<file path="config.mk">
export PLATFORM = sky130hd
export DESIGN_NAME = control_sequencer
export DESIGN_NICKNAME = d
export VERILOG_FILES = /design/src/rtl/cpu_ctrl_pkg.sv /design/src/rtl/decoder_4to16.sv /design/src/rtl/control_sequencer.sv
export SDC_FILE = /design/constraint.sdc
export NUM_CORES = 1
export LEC_CHECK = 0
export CAP_MARGIN = 20
export CORE_ASPECT_RATIO = 0.6
export CORE_MARGIN = 2
export CORE_UTILIZATION = 43
export CTS_CLUSTER_SIZE = 40
export DETAILED_ROUTE_END_ITERATION = 10
export HOLD_SLACK_MARGIN = 0.15
export PLACE_DENSITY = 0.81
export SETUP_SLACK_MARGIN = 0.5
export SLEW_MARGIN = 10
export SYNTH_ARGS = -nofsm -noshare
export SYNTH_HDL_FRONTEND = slang
export SYNTH_HIERARCHICAL = 1
export SYNTH_SLANG_ARGS = --single-unit
</file>
<file path="constraint.sdc">
create_clock -name clock -period 3.95 [get_ports clock]
set_clock_uncertainty 0.05 [all_clocks]
set_input_delay 0.5925 -clock clock [delete_from_list [all_inputs] [get_ports clock]]
set_output_delay 0.5925 -clock clock [all_outputs]
set_load 0.02 [all_outputs]
</file>
<file path="src/rtl/cpu_ctrl_pkg.sv">
// cpu_ctrl_pkg
// Shared definitions for the single-bus CPU control sequencer: opcode
// encodings, ALU select codes, sequencer state encoding and IR field
// positions. No ports; imported by control_sequencer.
package cpu_ctrl_pkg;

    localparam logic [4:0] OP_LD   = 5'b00000;
    localparam logic [4:0] OP_ST   = 5'b00010;
    localparam logic [4:0] OP_ADD  = 5'b00011;
    localparam logic [4:0] OP_SUB  = 5'b00100;
    localparam logic [4:0] OP_AND  = 5'b00101;
    localparam logic [4:0] OP_OR   = 5'b00110;
    localparam logic [4:0] OP_ADDI = 5'b01100;
    localparam logic [4:0] OP_MUL  = 5'b01111;
    localparam logic [4:0] OP_DIV  = 5'b10000;
    localparam logic [4:0] OP_JR   = 5'b10100;
    localparam logic [4:0] OP_NOP  = 5'b11010;
    localparam logic [4:0] OP_HALT = 5'b11011;

    localparam logic [3:0] ALU_ADD = 4'd0;
    localparam logic [3:0] ALU_SUB = 4'd1;
    localparam logic [3:0] ALU_AND = 4'd2;
    localparam logic [3:0] ALU_OR  = 4'd3;
    localparam logic [3:0] ALU_MUL = 4'd4;
    localparam logic [3:0] ALU_DIV = 4'd5;

    localparam int OPC_MSB = 31;
    localparam int OPC_LSB = 27;
    localparam int RA_MSB  = 26;
    localparam int RA_LSB  = 23;
    localparam int RB_MSB  = 22;
    localparam int RB_LSB  = 19;
    localparam int RC_MSB  = 18;
    localparam int RC_LSB  = 15;

    typedef enum logic [3:0] {
        S_IDLE,
        S_T0,
        S_T1,
        S_T2,
        S_T3,
        S_T4,
        S_T5,
        S_T6,
        S_T7,
        S_HALT,
        S_FAULT
    } state_t;

    function automatic logic [3:0] alu_of(input logic [4:0] op);
        case (op)
            OP_SUB:  alu_of = ALU_SUB;
            OP_AND:  alu_of = ALU_AND;
            OP_OR:   alu_of = ALU_OR;
            OP_MUL:  alu_of = ALU_MUL;
            OP_DIV:  alu_of = ALU_DIV;
            default: alu_of = ALU_ADD;
        endcase
    endfunction

endpackage

</file>
<file path="src/rtl/decoder_4to16.sv">
// decoder_4to16
// Combinational register-index to one-hot decoder.
// Ports:
//   sel    - register index 0..15
//   en     - when low, onehot is all zeros
//   onehot - one-hot select, bit sel set when en is high
module decoder_4to16 (
    input  logic [3:0]  sel,
    input  logic        en,
    output logic [15:0] onehot
);

    always_comb begin
        onehot = '0;
        if (en) begin
            onehot[sel] = 1'b1;
        end
    end

endmodule

</file>
<file path="src/rtl/control_sequencer.sv">
// control_sequencer
// Moore fetch/decode/execute controller for the 32-bit single-bus datapath.
// Drives every bus source/sink strobe so that at most one source owns the
// bus per cycle, and talks to memory with a mem_rd/mem_wr + mem_done
// handshake.
// Ports:
//   clock, clear (async, active low), run, ir[31:0], mem_done, step (only
//   with SINGLE_STEP_EN) -> inputs
//   reg_in/reg_out[15:0], pc/ir/mar/mdr/y/z/hi/lo strobes, c_out,
//   alu_select[3:0], mem_rd, mem_wr, busy, halted, fault,
//   instr_count[CNT_W-1:0] -> outputs
// Build option: SINGLE_STEP_EN adds the step input; each rising edge of
// step (with run high) releases exactly one instruction.
//
// state  | meaning
// -------+-----------------------------------------------------------
// IDLE   | waiting for run (and a step edge when single-stepping)
// T0     | PC -> MAR, PC+1 -> Z
// T1     | Z -> PC, memory read of instruction (wait state)
// T2     | MDR -> IR
// T3     | first execute step; JR/NOP/HALT retire, illegal -> FAULT
// T4..T7 | remaining execute steps; T6 (LD) and T7 (ST) are wait states
// HALT   | sticky stop after HALT instruction
// FAULT  | sticky stop after illegal opcode or memory timeout
module control_sequencer
    import cpu_ctrl_pkg::*;
#(
    parameter int MEM_TIMEOUT = 0,
    parameter int CNT_W       = 32
) (
    input  logic             clock,
    input  logic             clear,
    input  logic             run,
    input  logic [31:0]      ir,
    input  logic             mem_done,
`ifdef SINGLE_STEP_EN
    input  logic             step,
`endif
    output logic [15:0]      reg_in,
    output logic [15:0]      reg_out,
    output logic             pc_in,
    output logic             pc_out,
    output logic             inc_pc,
    output logic             ir_in,
    output logic             mar_in,
    output logic             mdr_in,
    output logic             mdr_out,
    output logic             mdr_read,
    output logic             y_in,
    output logic             z_in,
    output logic             zlow_out,
    output logic             zhigh_out,
    output logic             hi_in,
    output logic             lo_in,
    output logic             c_out,
    output logic [3:0]       alu_select,
    output logic             mem_rd,
    output logic             mem_wr,
    output logic             busy,
    output logic             halted,
    output logic             fault,
    output logic [CNT_W-1:0] instr_count
);

    // Down-counter for memory waits: loaded outside wait states, expires at zero.
    localparam int       TW     = (MEM_TIMEOUT > 1) ? $clog2(MEM_TIMEOUT) : 1;
    localparam bit       TO_EN  = (MEM_TIMEOUT > 0);
    localparam logic [TW-1:0] TLOAD = TW'((MEM_TIMEOUT > 0) ? MEM_TIMEOUT - 1 : 0);

    state_t          state, state_nx;
    logic [4:0]      op;
    logic [3:0]      ra, rb, rc;
    logic [TW-1:0]   wait_cnt;
    logic            in_wait;
    logic            timeout;
    logic            go;
    logic            retire;
    logic            rin_en;
    logic            rout_en;
    logic [3:0]      rout_sel;
    logic            ir_unused;

    assign op        = ir[OPC_MSB:OPC_LSB];
    assign ra        = ir[RA_MSB:RA_LSB];
    assign rb        = ir[RB_MSB:RB_LSB];
    assign rc        = ir[RC_MSB:RC_LSB];
    assign ir_unused = ^ir[RC_LSB-1:0];

`ifdef SINGLE_STEP_EN
    logic step_q;

    always_ff @(posedge clock or negedge clear) begin
        if (!clear) begin
            step_q <= 1'b0;
        end else begin
            step_q <= step;
        end
    end

    // A step edge arriving mid-instruction is deliberately not remembered.
    assign go = run && step && !step_q;
`else
    assign go = run;
`endif

    assign in_wait = (state == S_T1)
                  || (state == S_T6 && op == OP_LD)
                  || (state == S_T7 && op == OP_ST);

    // mem_done on the expiring cycle wins, so completion is checked first.
    assign timeout = TO_EN && in_wait && !mem_done && (wait_cnt == '0);

    always_ff @(posedge clock or negedge clear) begin
        if (!clear) begin
            wait_cnt <= TLOAD;
        end else if (!in_wait) begin
            wait_cnt <= TLOAD;
        end else if (wait_cnt != '0) begin
            wait_cnt <= wait_cnt - TW'(1);
        end
    end

    always_ff @(posedge clock or negedge clear) begin
        if (!clear) begin
            state       <= S_IDLE;
            instr_count <= '0;
        end else begin
            state <= state_nx;
            if (retire) begin
                instr_count <= instr_count + CNT_W'(1);
            end
        end
    end

    always_comb begin
        state_nx   = state;
        retire     = 1'b0;
        rin_en     = 1'b0;
        rout_en    = 1'b0;
        rout_sel   = ra;
        pc_in      = 1'b0;
        pc_out     = 1'b0;
        inc_pc     = 1'b0;
        ir_in      = 1'b0;
        mar_in     = 1'b0;
        mdr_in     = 1'b0;
        mdr_out    = 1'b0;
        mdr_read   = 1'b0;
        y_in       = 1'b0;
        z_in       = 1'b0;
        zlow_out   = 1'b0;
        zhigh_out  = 1'b0;
        hi_in      = 1'b0;
        lo_in      = 1'b0;
        c_out      = 1'b0;
        alu_select = ALU_ADD;
        mem_rd     = 1'b0;
        mem_wr     = 1'b0;
        halted     = 1'b0;
        fault      = 1'b0;

        case (state)
            S_IDLE: begin
                if (go) state_nx = S_T0;
            end
            S_T0: begin
                pc_out   = 1'b1;
                mar_in   = 1'b1;
                inc_pc   = 1'b1;
                z_in     = 1'b1;
                state_nx = S_T1;
            end
            S_T1: begin
                zlow_out = 1'b1;
                pc_in    = 1'b1;
                mem_rd   = 1'b1;
                if (mem_done) begin
                    mdr_in   = 1'b1;
                    mdr_read = 1'b1;
                    state_nx = S_T2;
                end else if (timeout) begin
                    state_nx = S_FAULT;
                end
            end
            S_T2: begin
                mdr_out  = 1'b1;
                ir_in    = 1'b1;
                state_nx = S_T3;
            end
            // IR is only valid from T3, so NOP and HALT resolve here.
            S_T3: begin
                case (op)
                    OP_ADD, OP_SUB, OP_AND, OP_OR, OP_ADDI, OP_LD, OP_ST: begin
                        rout_en  = 1'b1;
                        rout_sel = rb;
                        y_in     = 1'b1;
                        state_nx = S_T4;
                    end
                    OP_MUL, OP_DIV: begin
                        rout_en  = 1'b1;
                        rout_sel = ra;
                        y_in     = 1'b1;
                        state_nx = S_T4;
                    end
                    OP_JR: begin
                        rout_en  = 1'b1;
                        rout_sel = ra;
                        pc_in    = 1'b1;
                        retire   = 1'b1;
                    end
                    OP_NOP, OP_HALT: retire = 1'b1;
                    default: state_nx = S_FAULT;
                endcase
            end
            S_T4: begin
                z_in       = 1'b1;
                alu_select = alu_of(op);
                state_nx   = S_T5;
                case (op)
                    OP_ADD, OP_SUB, OP_AND, OP_OR: begin
                        rout_en  = 1'b1;
                        rout_sel = rc;
                    end
                    OP_MUL, OP_DIV: begin
                        rout_en  = 1'b1;
                        rout_sel = rb;
                    end
                    OP_ADDI, OP_LD, OP_ST: begin
                        c_out      = 1'b1;
                        alu_select = ALU_ADD;
                    end
                    default: begin
                        z_in     = 1'b0;
                        state_nx = S_FAULT;
                    end
                endcase
            end
            S_T5: begin
                zlow_out = 1'b1;
                case (op)
                    OP_ADD, OP_SUB, OP_AND, OP_OR, OP_ADDI: begin
                        rin_en = 1'b1;
                        retire = 1'b1;
                    end
                    OP_LD, OP_ST: begin
                        mar_in   = 1'b1;
                        state_nx = S_T6;
                    end
                    OP_MUL, OP_DIV: begin
                        lo_in    = 1'b1;
                        state_nx = S_T6;
                    end
                    default: begin
                        zlow_out = 1'b0;
                        state_nx = S_FAULT;
                    end
                endcase
            end
            S_T6: begin
                case (op)
                    OP_LD: begin
                        mem_rd = 1'b1;
                        if (mem_done) begin
                            mdr_in   = 1'b1;
                            mdr_read = 1'b1;
                            state_nx = S_T7;
                        end else if (timeout) begin
                            state_nx = S_FAULT;
                        end
                    end
                    OP_ST: begin
                        rout_en  = 1'b1;
                        rout_sel = ra;
                        mdr_in   = 1'b1;
                        state_nx = S_T7;
                    end
                    OP_MUL, OP_DIV: begin
                        zhigh_out = 1'b1;
                        hi_in     = 1'b1;
                        retire    = 1'b1;
                    end
                    default: state_nx = S_FAULT;
                endcase
            end
            S_T7: begin
                case (op)
                    OP_LD: begin
                        mdr_out = 1'b1;
                        rin_en  = 1'b1;
                        retire  = 1'b1;
                    end
                    OP_ST: begin
                        mem_wr = 1'b1;
                        if (mem_done) begin
                            retire = 1'b1;
                        end else if (timeout) begin
                            state_nx = S_FAULT;
                        end
                    end
                    default: state_nx = S_FAULT;
                endcase
            end
            S_HALT:  halted = 1'b1;
            S_FAULT: fault  = 1'b1;
            default: state_nx = S_IDLE;
        endcase

        if (retire) begin
            if (op == OP_HALT) begin
                state_nx = S_HALT;
            end else if (go) begin
                state_nx = S_T0;
            end else begin
                state_nx = S_IDLE;
            end
        end

        busy = (state != S_IDLE) && (state != S_HALT) && (state != S_FAULT);
    end

    decoder_4to16 u_dec_in (
        .sel    (ra),
        .en     (rin_en),
        .onehot (reg_in)
    );

    decoder_4to16 u_dec_out (
        .sel    (rout_sel),
        .en     (rout_en),
        .onehot (reg_out)
    );

endmodule

</file>
# Word level (Yosys, flattened, before mapping)
# Cells that the tools add are included.
[word_totals]
ff_bits = 36
inputBits = 36
output_inout_bits = 88
word_cells = 117
[classes]
n_addsub = 1
magnitude_cmp = 4
eq_ne = 31
mux = 59
reduce_logical = 20
[ops]
columns = ["op", "count"]
rows = [
  ["2-to-1 mux 4 bit", 10],
  ["case mux 4 bit (10 select lines)", 1],
  ["adder 32 x 1 -> 32 bit (second input constant)", 1],
  ["2-to-1 mux 16 bit", 2],
  ["case mux 4 bit (2 select lines)", 4],
  ["2-to-1 mux 1 bit", 25],
  ["case mux 1 bit (2 select lines)", 11],
  ["== test 5 bit (second input constant)", 4],
  ["inequality test 3 bit (second input constant)", 6],
  ["== test 4 x 3 -> 1 bit (second input constant)", 4],
  ["== test 5 x 3 -> 1 bit (second input constant)", 3],
  ["case mux 3 bit (5 select lines)", 1],
  ["== test 4 bit (second input constant)", 3],
  ["inequality test 4 bit (second input constant)", 3],
  ["case mux 4 bit (3 select lines)", 1],
  ["== test 5 x 2 -> 1 bit (second input constant)", 2],
  ["== test 5 x 4 -> 1 bit (second input constant)", 2],
  ["less-than comparator 4 x 5 -> 1 bit (second input constant)", 2],
  ["OR reduction 10 bit", 1],
  ["OR reduction 9 bit", 1],
  ["demux 1 bit (select 4 bit)", 2],
  ["== test 4 x 2 -> 1 bit (second input constant)", 2],
  [">= comparator 4 x 1 -> 1 bit (second input constant)", 2],
  ["AND reduction 8 bit", 1],
  ["other kinds (14)", 21],
]

# Longest topological paths before layout
# Gate-level depths: netlist of run 1.
[depth]
ltp_word = 9
mapped_depth = 10
depth_no_buf = 8

# Modules after synthesis
# The synthesis of run 1 kept the hierarchy.
[modules_own_cells]
columns = ["mod", "n_inst", "cells_per_inst", "area_per_inst_um2", "seq_area_each_um2"]
rows = [
  ["control_sequencer", 1, 299, 2606.2, 900.9],
  ["decoder_4to16", 2, 23, 117.6, 0.0],
]

# Worst setup path after synthesis of run 1
# OpenSTA, ideal clock, no wires.
[synth_path]
path_kind = "input -> output"
start = "in ir[30]"
end = "out reg_out[1]"
t_arrival_ps = 2704
required_time_ps = 3307
slack_ps = 603
stages = 10
n_path_buf = 2
cell_sequence = "buf_2 clkbuf_1 a21oi_1 nand2_1 a21oi_1 o21ai_0 nand2b_1 a221o_1 or3b_4 nor2_1"
[synth_between]
elab_chain_len = 9
word_cells_on_any_way = 28
classes_between = "order compare: 2; eq/ne: 9; mux: 10; reduce/logical: 7"
[synth_lines]
columns = ["element", "line", "rtl"]
rows = [
  ["start: declaration", "control_sequencer.sv:34", "input logic [31:0] ir,"],
  ["== test 5 x 2 -> 1 bit (tied with other cells)", "control_sequencer.sv:192, control_sequencer.sv:219", ""],
  ["OR reduction 4 bit (tied with other cells)", "--", ""],
  ["case mux 4 bit (2 select lines) or 2-to-1 mux 4 bit (tied branches)", "control_sequencer.sv:219, control_sequencer.sv:192", ""],
  ["case mux 4 bit (2 select lines) (*)", "control_sequencer.sv:162", "case (state)"],
  ["named net rout_sel[2]", "control_sequencer.sv:80", "logic [3:0] rout_sel;"],
  ["less-than comparator 4 x 5 -> 1 bit (not written as such) or >= comparator 4 x 1 -> 1 bit (tied branches)", "decoder_4to16.sv:16", "onehot[sel] = 1'b1;"],
  ["logical AND 1 bit (not written as such)", "decoder_4to16.sv:16", ""],
  ["2-to-1 mux 1 bit (not written as such)", "decoder_4to16.sv:16", ""],
  ["demux 1 bit (select 4 bit) (*)", "--", ""],
  ["2-to-1 mux 16 bit (*)", "decoder_4to16.sv:15", "if (en) begin"],
  ["end: declaration", "control_sequencer.sv:40", "output logic [15:0] reg_out,"],
]
# Mark *: on every way through the listed nets, which the timed path passes. The rest lies on a longest branch.

# Final worst setup path of run 1
[layout_path]
start = "in ir[28]"
end = "out reg_out[7]"
# The elaborated chain is that of the path after synthesis.

==> impl_metrics.toml, run 1 <==
[pwr]
p_clk_share_pct = 17.7
switchingPower_uw = 666
ir_drop_uv = 284
p_int_uw = 886
p_leak_uw = 0.00190
seqPwrFrac_pct = 27.6
switching_share_pct = 42.9
powerDensity_nw_per_um2 = 358
combinationalPowerShare_pct = 54.7

[floorplanning]
ios = 124
rows = 22
die_y_um = 67.0
core_area_um2 = 6250
die_w_um = 109
die-area_um2 = 7300
start_util_pct = 45.5

[timing]
max-slew-margin-rel_pct = 63.3
fin_crit_sh_pct = 86.9
fin_crit_ns = 3.43
setup_slack_ns = 0.519
hold_viol_final = 0
slew_viol_final = 0
rsz0062_at_grt = "yes"
tightest_slew_ns = 0.550
setup_violations = 0
fmax_ghz = 0.291

[worst_setup_path]
cp_max_fo = 7
startpoint_type = "input port"
worst_ep_arrival_time_ns = 2.79
crit_path_end_kind = "primary output"
critPathRequiredTime_ns = 3.31
reg2reg_depth = 7
regToRegSetupSlack_ns = 1.38
reg2reg_to = "instr_count[26]"
reg2reg_from = "state[0]"
critPathKind = "input port to primary output"

[global_route]
groute.usage.overall_pct = 25.9
grt_pass1_vias = 2885
antenna_found_initial = 0
grt_pass1_wl_um = 14700
overflow = 0
grt_max_degree = 37

[yosys]
syn_avg_cell_area_um2 = 8.24
synthCells = 345
syn_area_um2 = 2840
syn-num-nets = 382
yosysWarnings = 6
synth_cell_types = 62
synth-seq-area-share_pct = 31.7
synth_top_flop_cell = "dfrtp_1"
ys_ff_latch = 36
ys_async_sr_fraction_pct = 100
synth_edf_count = 0

[drt]
drt_wl_total_um = 9220
route.antenna.remaining_nets = 0
via_per_inst = 5.62
drtIter0Drc = 300
vias = 3182
dr.pass1.iters = 7
detail_route.wl_per_cell_um = 16.3
drc = 0

[final_layout]
fin_area_um2 = 4340
syn_to_final_growth_pct = 52.7
diodes = 0
drive_gt1_share_pct = 23.2
finalNetCount = 518

[clock_tree]
clk_path_buf_depth = 2
cts_tree = "yes"
clkTransAtPathRegs_ns = 0.07
cts_root_buf = "clkbuf_8"
cts_inserted_buffers = 5
htree_levels = 2
cts_num_sinks = 36
clk_latency_ns = 0.30
ctsHoldBuffers = 0

[placed_design]
placed_area_um2 = 4170
dpl_worst_slack_ns = -0.259
io_buffers = 107
dp_hpwl_um = 6790
place_congestion = 0.920

[flow_run]
drv_cap = 0

[worst_hold_path]
holdPathStages = 1
hold_start = "instr_count[31]"
hold_class = "flop to flop"
hold_end = "instr_count[31]"

[status]
status = "finished clean"
metrics by stage:
stage | std cells | utilization, % | hold WS, ns | setup TNS (ns) | total power, uW
floorplan | 345 | - | 0.247 | 0 | 914
global placement | 550 | 66.7 | 0.406 | -2.58 | 1190
detailed placement | 550 | 66.7 | 0.410 | -3.43 | 1220
CTS | 565 | 69.8 | 0.421 | 0 | 1520
global route | 566 | 69.4 | 0.426 | 0 | 1630
finish | 566 | 69.4 | 0.413 | 0 | 1550
area by class of cell:
type                    count  area [um2]
flip-flops and latches     36         901
multi-input cells         279        1890
repair buffers            152        1330
clock inverters             2        10.0
inverters                   7        26.3
clock buffers               6        82.6
well taps                  84         105
fillers                   515        1910
per-layer routing:
layer,up-vias,share of wire (%),global-route usage [%]
li1,1504,-,-
met1,1500,46,37.2
met2,154,44,38.9
met3,24,7.9,6.56
met4,0,1.8,6.09
met5,-,0,0
worst max path at each step:
stage	slack [ns]	start	endpoint	cells after the start
2_1_floorplan	0.60	ir[30]	reg_out[1]	10
3_3_place_gp	-0.21	ir[28]	reg_out[0]	10
3_5_place_dp	-0.26	ir[28]	reg_out[6]	11
4_1_cts	0.49	ir[27]	reg_out[0]	10
5_1_grt	0.40	ir[28]	reg_out[7]	12
6_report	0.52	ir[28]	reg_out[7]	12
cells in the mapped netlist, drive strengths merged, types with 5 or more instances:
cell type / number / share of area (%)
nor2: 51 / 6.7
dfrtp: 36 / 32
nor3: 32 / 6.0
nand2: 26 / 3.4
xor2: 19 / 5.9
buf: 15 / 3.5
xnor2: 15 / 4.6
a21oi: 14 / 2.5
nand3: 13 / 2.3
nand2b: 11 / 2.4
clkbuf: 8 / 1.1
nand4: 8 / 1.8
nor4: 8 / 3.0
o21ai: 8 / 1.8
and2: 6 / 1.3
and3: 6 / 1.4
inv: 6 / 0.79
nand3b: 5 / 1.3
placed cells by master, fill, tap and decap left out, drive strengths merged, types with 15 or more instances in the layout:
master and n:
nor2 51, xor2 19, clkbuf 20, clkdlybuf4s50 68
dfrtp 36, buf 49, nand2 26, xnor2 15
dlygate4sd2 16, nor3 32
power by group through the flow:
stage | clock, uW | combinational [uW] | sequential [uW]
final | 275 | 849 | 429
after global routing | 296 | 898 | 434
after CTS | 274 | 820 | 429
after detailed placement | 0 | 783 | 435
after global placement | 0 | 759 | 434
after floorplan | 0 | 475 | 439
cells by family after synthesis:
kind of cell,after synthesis,synth area share (%)
simple gates,187,35.7
compound gates,52,14.2
flops,36,31.7
xor+xnor,34,10.5
buf+inv,30,5.50
mux,3,1.54
fa+ha+maj,2,0.793
other cells,1,0.132
sequential cells by signal, summed over array words and instances, names as in the netlist:
register / cells
state: 4
instr_count: 32
worst max-delay path: stages:
cell,delay [ns]
clkdlybuf4s18_2,0.26
a21oi_2,0.15
nand2_1,0.11
a21oi_2,0.19
o21ai_2,0.10
nand2b_4,0.18
buf_4,0.14
a221o_1,0.38
buf_4,0.17
nand2_1,0.12
nor2_1,0.05
dlygate4sd2_1,0.33
repair_timing:
action,CTS,global route
endpoints found under the setup margin,41,37
pin swaps,7,6
resized for setup,82,42
buffers inserted,7,1
No activity file was read; power rests on OpenSTA's default activity.
==> inputs of run 2 (changes only) <==
--- a/config.mk
+++ b/config.mk
@@ -8,11 +8,12 @@
 export CAP_MARGIN = 20
 export CORE_ASPECT_RATIO = 0.6
 export CORE_MARGIN = 2
-export CORE_UTILIZATION = 43
+export CORE_UTILIZATION = 44
+export CTS_BUF_LIST = sky130_fd_sc_hd__clkbuf_2
 export CTS_CLUSTER_SIZE = 40
 export DETAILED_ROUTE_END_ITERATION = 10
 export HOLD_SLACK_MARGIN = 0.15
-export PLACE_DENSITY = 0.81
+export PLACE_DENSITY = 0.82
 export SETUP_SLACK_MARGIN = 0.5
 export SLEW_MARGIN = 10
 export SYNTH_ARGS = -nofsm -noshare
==> run 2 against run 1 <==
Effect of this change: die area down 2.2%; worst setup slack better by 0.074 ns; via count down 0.72%; register-to-register slack worse by 0.04 ns; routed wire length down 4.3%; critical path depth down 2; total power down 4.5%; sequential power about the same; first-iteration DRC count down 15%; clock power down 18%; largest power group unchanged.
==> impl_metrics.toml, run 2 (synthesis results as in run 1) <==
[status]
status = "finished clean"

[pwr]
switchingPower_uw = 641
seqPwrFrac_pct = 29.1
p_leak_uw = 0.00188
p_clk_share_pct = 15.3
powerDensity_nw_per_um2 = 349
combinationalPowerShare_pct = 55.6
p_int_uw = 842
ir_drop_uv = 338
switching_share_pct = 43.2
total_power_uw = 1480

[drt]
detail_route.wl_per_cell_um = 15.7
vias = 3159
drc = 0
route.antenna.remaining_nets = 0
via_per_inst = 5.61
drtIter0Drc = 255
dr.pass1.iters = 5
drt_wl_total_um = 8830

[placed_design]
place_congestion = 0.925
dp_hpwl_um = 6880
io_buffers = 107
place_inst = 555

[final_layout]
drive_gt1_share_pct = 23.4
top_regs = "instr_count (32), state (4)"
finalNetCount = 515
seq_area_um2 = 901
largest_register_ffs = 32
multi_input_area_um2 = 1900
largest_register = "instr_count"
final_cell_mix = "clkdlybuf4s50_1 (67), nor2_1 (50), buf_4 (45)"
syn_to_final_growth_pct = 49.7
instances_no_fill = 563
diodes = 0
fillCellCount = 502
mostFrequentLayoutCell = "clkdlybuf4s50_1"

[clock_tree]
clkTransAtPathRegs_ns = 0.17
cts_num_sinks = 36
clk_latency_ns = 0.37
ctsHoldBuffers = 0
cts_root_buf = "clkbuf_2"
cts_inserted_buffers = 5
htree_levels = 2
cts_tree = "yes"
clk_path_buf_depth = 2
postCtsSetupBuffers = 0

[timing]
fmax_ghz = 0.298
setup_violations = 0
fin_crit_ns = 3.36
fin_crit_sh_pct = 85.0
hold_viol_final = 0
hold_ws_ns = 0.430
slew_viol_final = 0
rsz0062_at_grt = "yes"
max-slew-margin-rel_pct = 66.7
tightest_slew_ns = 0.500

[floorplanning]
core_area_um2 = 6170
die_w_um = 108
ios = 124
die_y_um = 66.2
die-area_um2 = 7140
rows = 22
start_util_pct = 46.1

[worst_setup_path]
slowest_delay_ns = 0.44
startpoint_type = "input port"
startpoint = "ir[29]"
crit_chain = "dlygate4sd2_1 > nand2b_1 > a21o_1 > a21oi_2 > o21ai_2 > nand2b_4 > a221o_1 > or3b_4 > nor3_2 > buf_2"
critical-path-top-delay-family = "simple AND/OR/NAND/NOR gates"
critPathRequiredTime_ns = 3.31
crit_path_end_kind = "primary output"
cp_slowest_cell = "or3b_4"
reg2reg_from = "state[0]"
worst_ep_arrival_time_ns = 2.71
cp_max_fo = 4
crit_buf_inv = 2
critPathKind = "input port to primary output"

[global_route]
grt_util_met1_pct = 36.1
met2_usage_pct = 37.7
groute.usage.overall_pct = 24.4
grt_busiest_layer = "met2"
grt_max_degree = 37
grt_pass1_wl_um = 13900
antenna_found_initial = 0
grt_pass1_vias = 2836
overflow = 0
use_met3_pct = 4.43

[flow_run]
drv_cap = 0

[worst_hold_path]
hold_start = "instr_count[31]"
hold_class = "flop to flop"
[run 2: power by group through the flow]
| stage | Combinational, uW | Sequential, uW | Clock (uW) |
|---|---|---|---|
| floorplan | 475 | 439 | 0 |
| global placement | 761 | 434 | 0 |
| detailed placement | 773 | 436 | 0 |
| CTS | 789 | 430 | 233 |
| global route | 884 | 437 | 250 |
| finish | 825 | 431 | 226 |
[run 2: area by class of cell]
cell class	count	share of cell area [%]
Clock buffer	5	0.588
Multi-Input combinational cell	279	44.6
Tap cell	84	2.47
Inverter	7	0.618
Clock inverter	3	0.882
Timing Repair Buffer	149	29.7
Sequential cell	36	21.2
[run 2: worst paths after layout]
kind,endpoint,slack [ns],cells after the start
worst max-delay path,reg_out[0],0.59,10
worst min-delay path,instr_count[31],0.43,1
worst max register to register,instr_count[26],1.34,7
worst min register to register,instr_count[31],0.43,1
max in group asynchronous,instr_count[22],2.99,2
min in group asynchronous,instr_count[17],0.55,2
[run 2: metrics by stage]
stage	cell area (um2)	utilization, %	TNS [ns]	setup WS, ns
final	4250	69.0	0	0.593
after global routing	4250	69.0	0	0.452
after CTS	4280	69.4	0	0.484
after detailed placement	4200	68.2	-2.86	-0.260
after global placement	4200	68.2	-2.08	-0.196
after floorplan	2840	-	0	0.603
[run 2: worst register-to-register path: stages (launching register included)]
cell and delay (ns):
dfrtp_1 0.43, buf_4 0.22, nand2b_1 0.27, nor3_1 0.25, a32o_1 0.45, o2111ai_4 0.27, nor4_2 0.43, xor2_1 0.18
[run 2: what timing repair did]
item                                    CTS  global route
endpoints found under the setup margin   42            38
gates resized for setup                 100            44
hold endpoints to repair                  0             0
pin swaps                                 4             4
[run 2: per-layer routing]
| layer | share of wire [%] | wire length, um | up-vias |
|---|---|---|---|
| met3 | 7.8 | 688 | 4 |
| li1 | - | - | 1498 |
| met2 | 46 | 4020 | 147 |
| met4 | 0.42 | 37 | 0 |
| met1 | 46 | 4080 | 1510 |
| met5 | 0 | 0 | - |
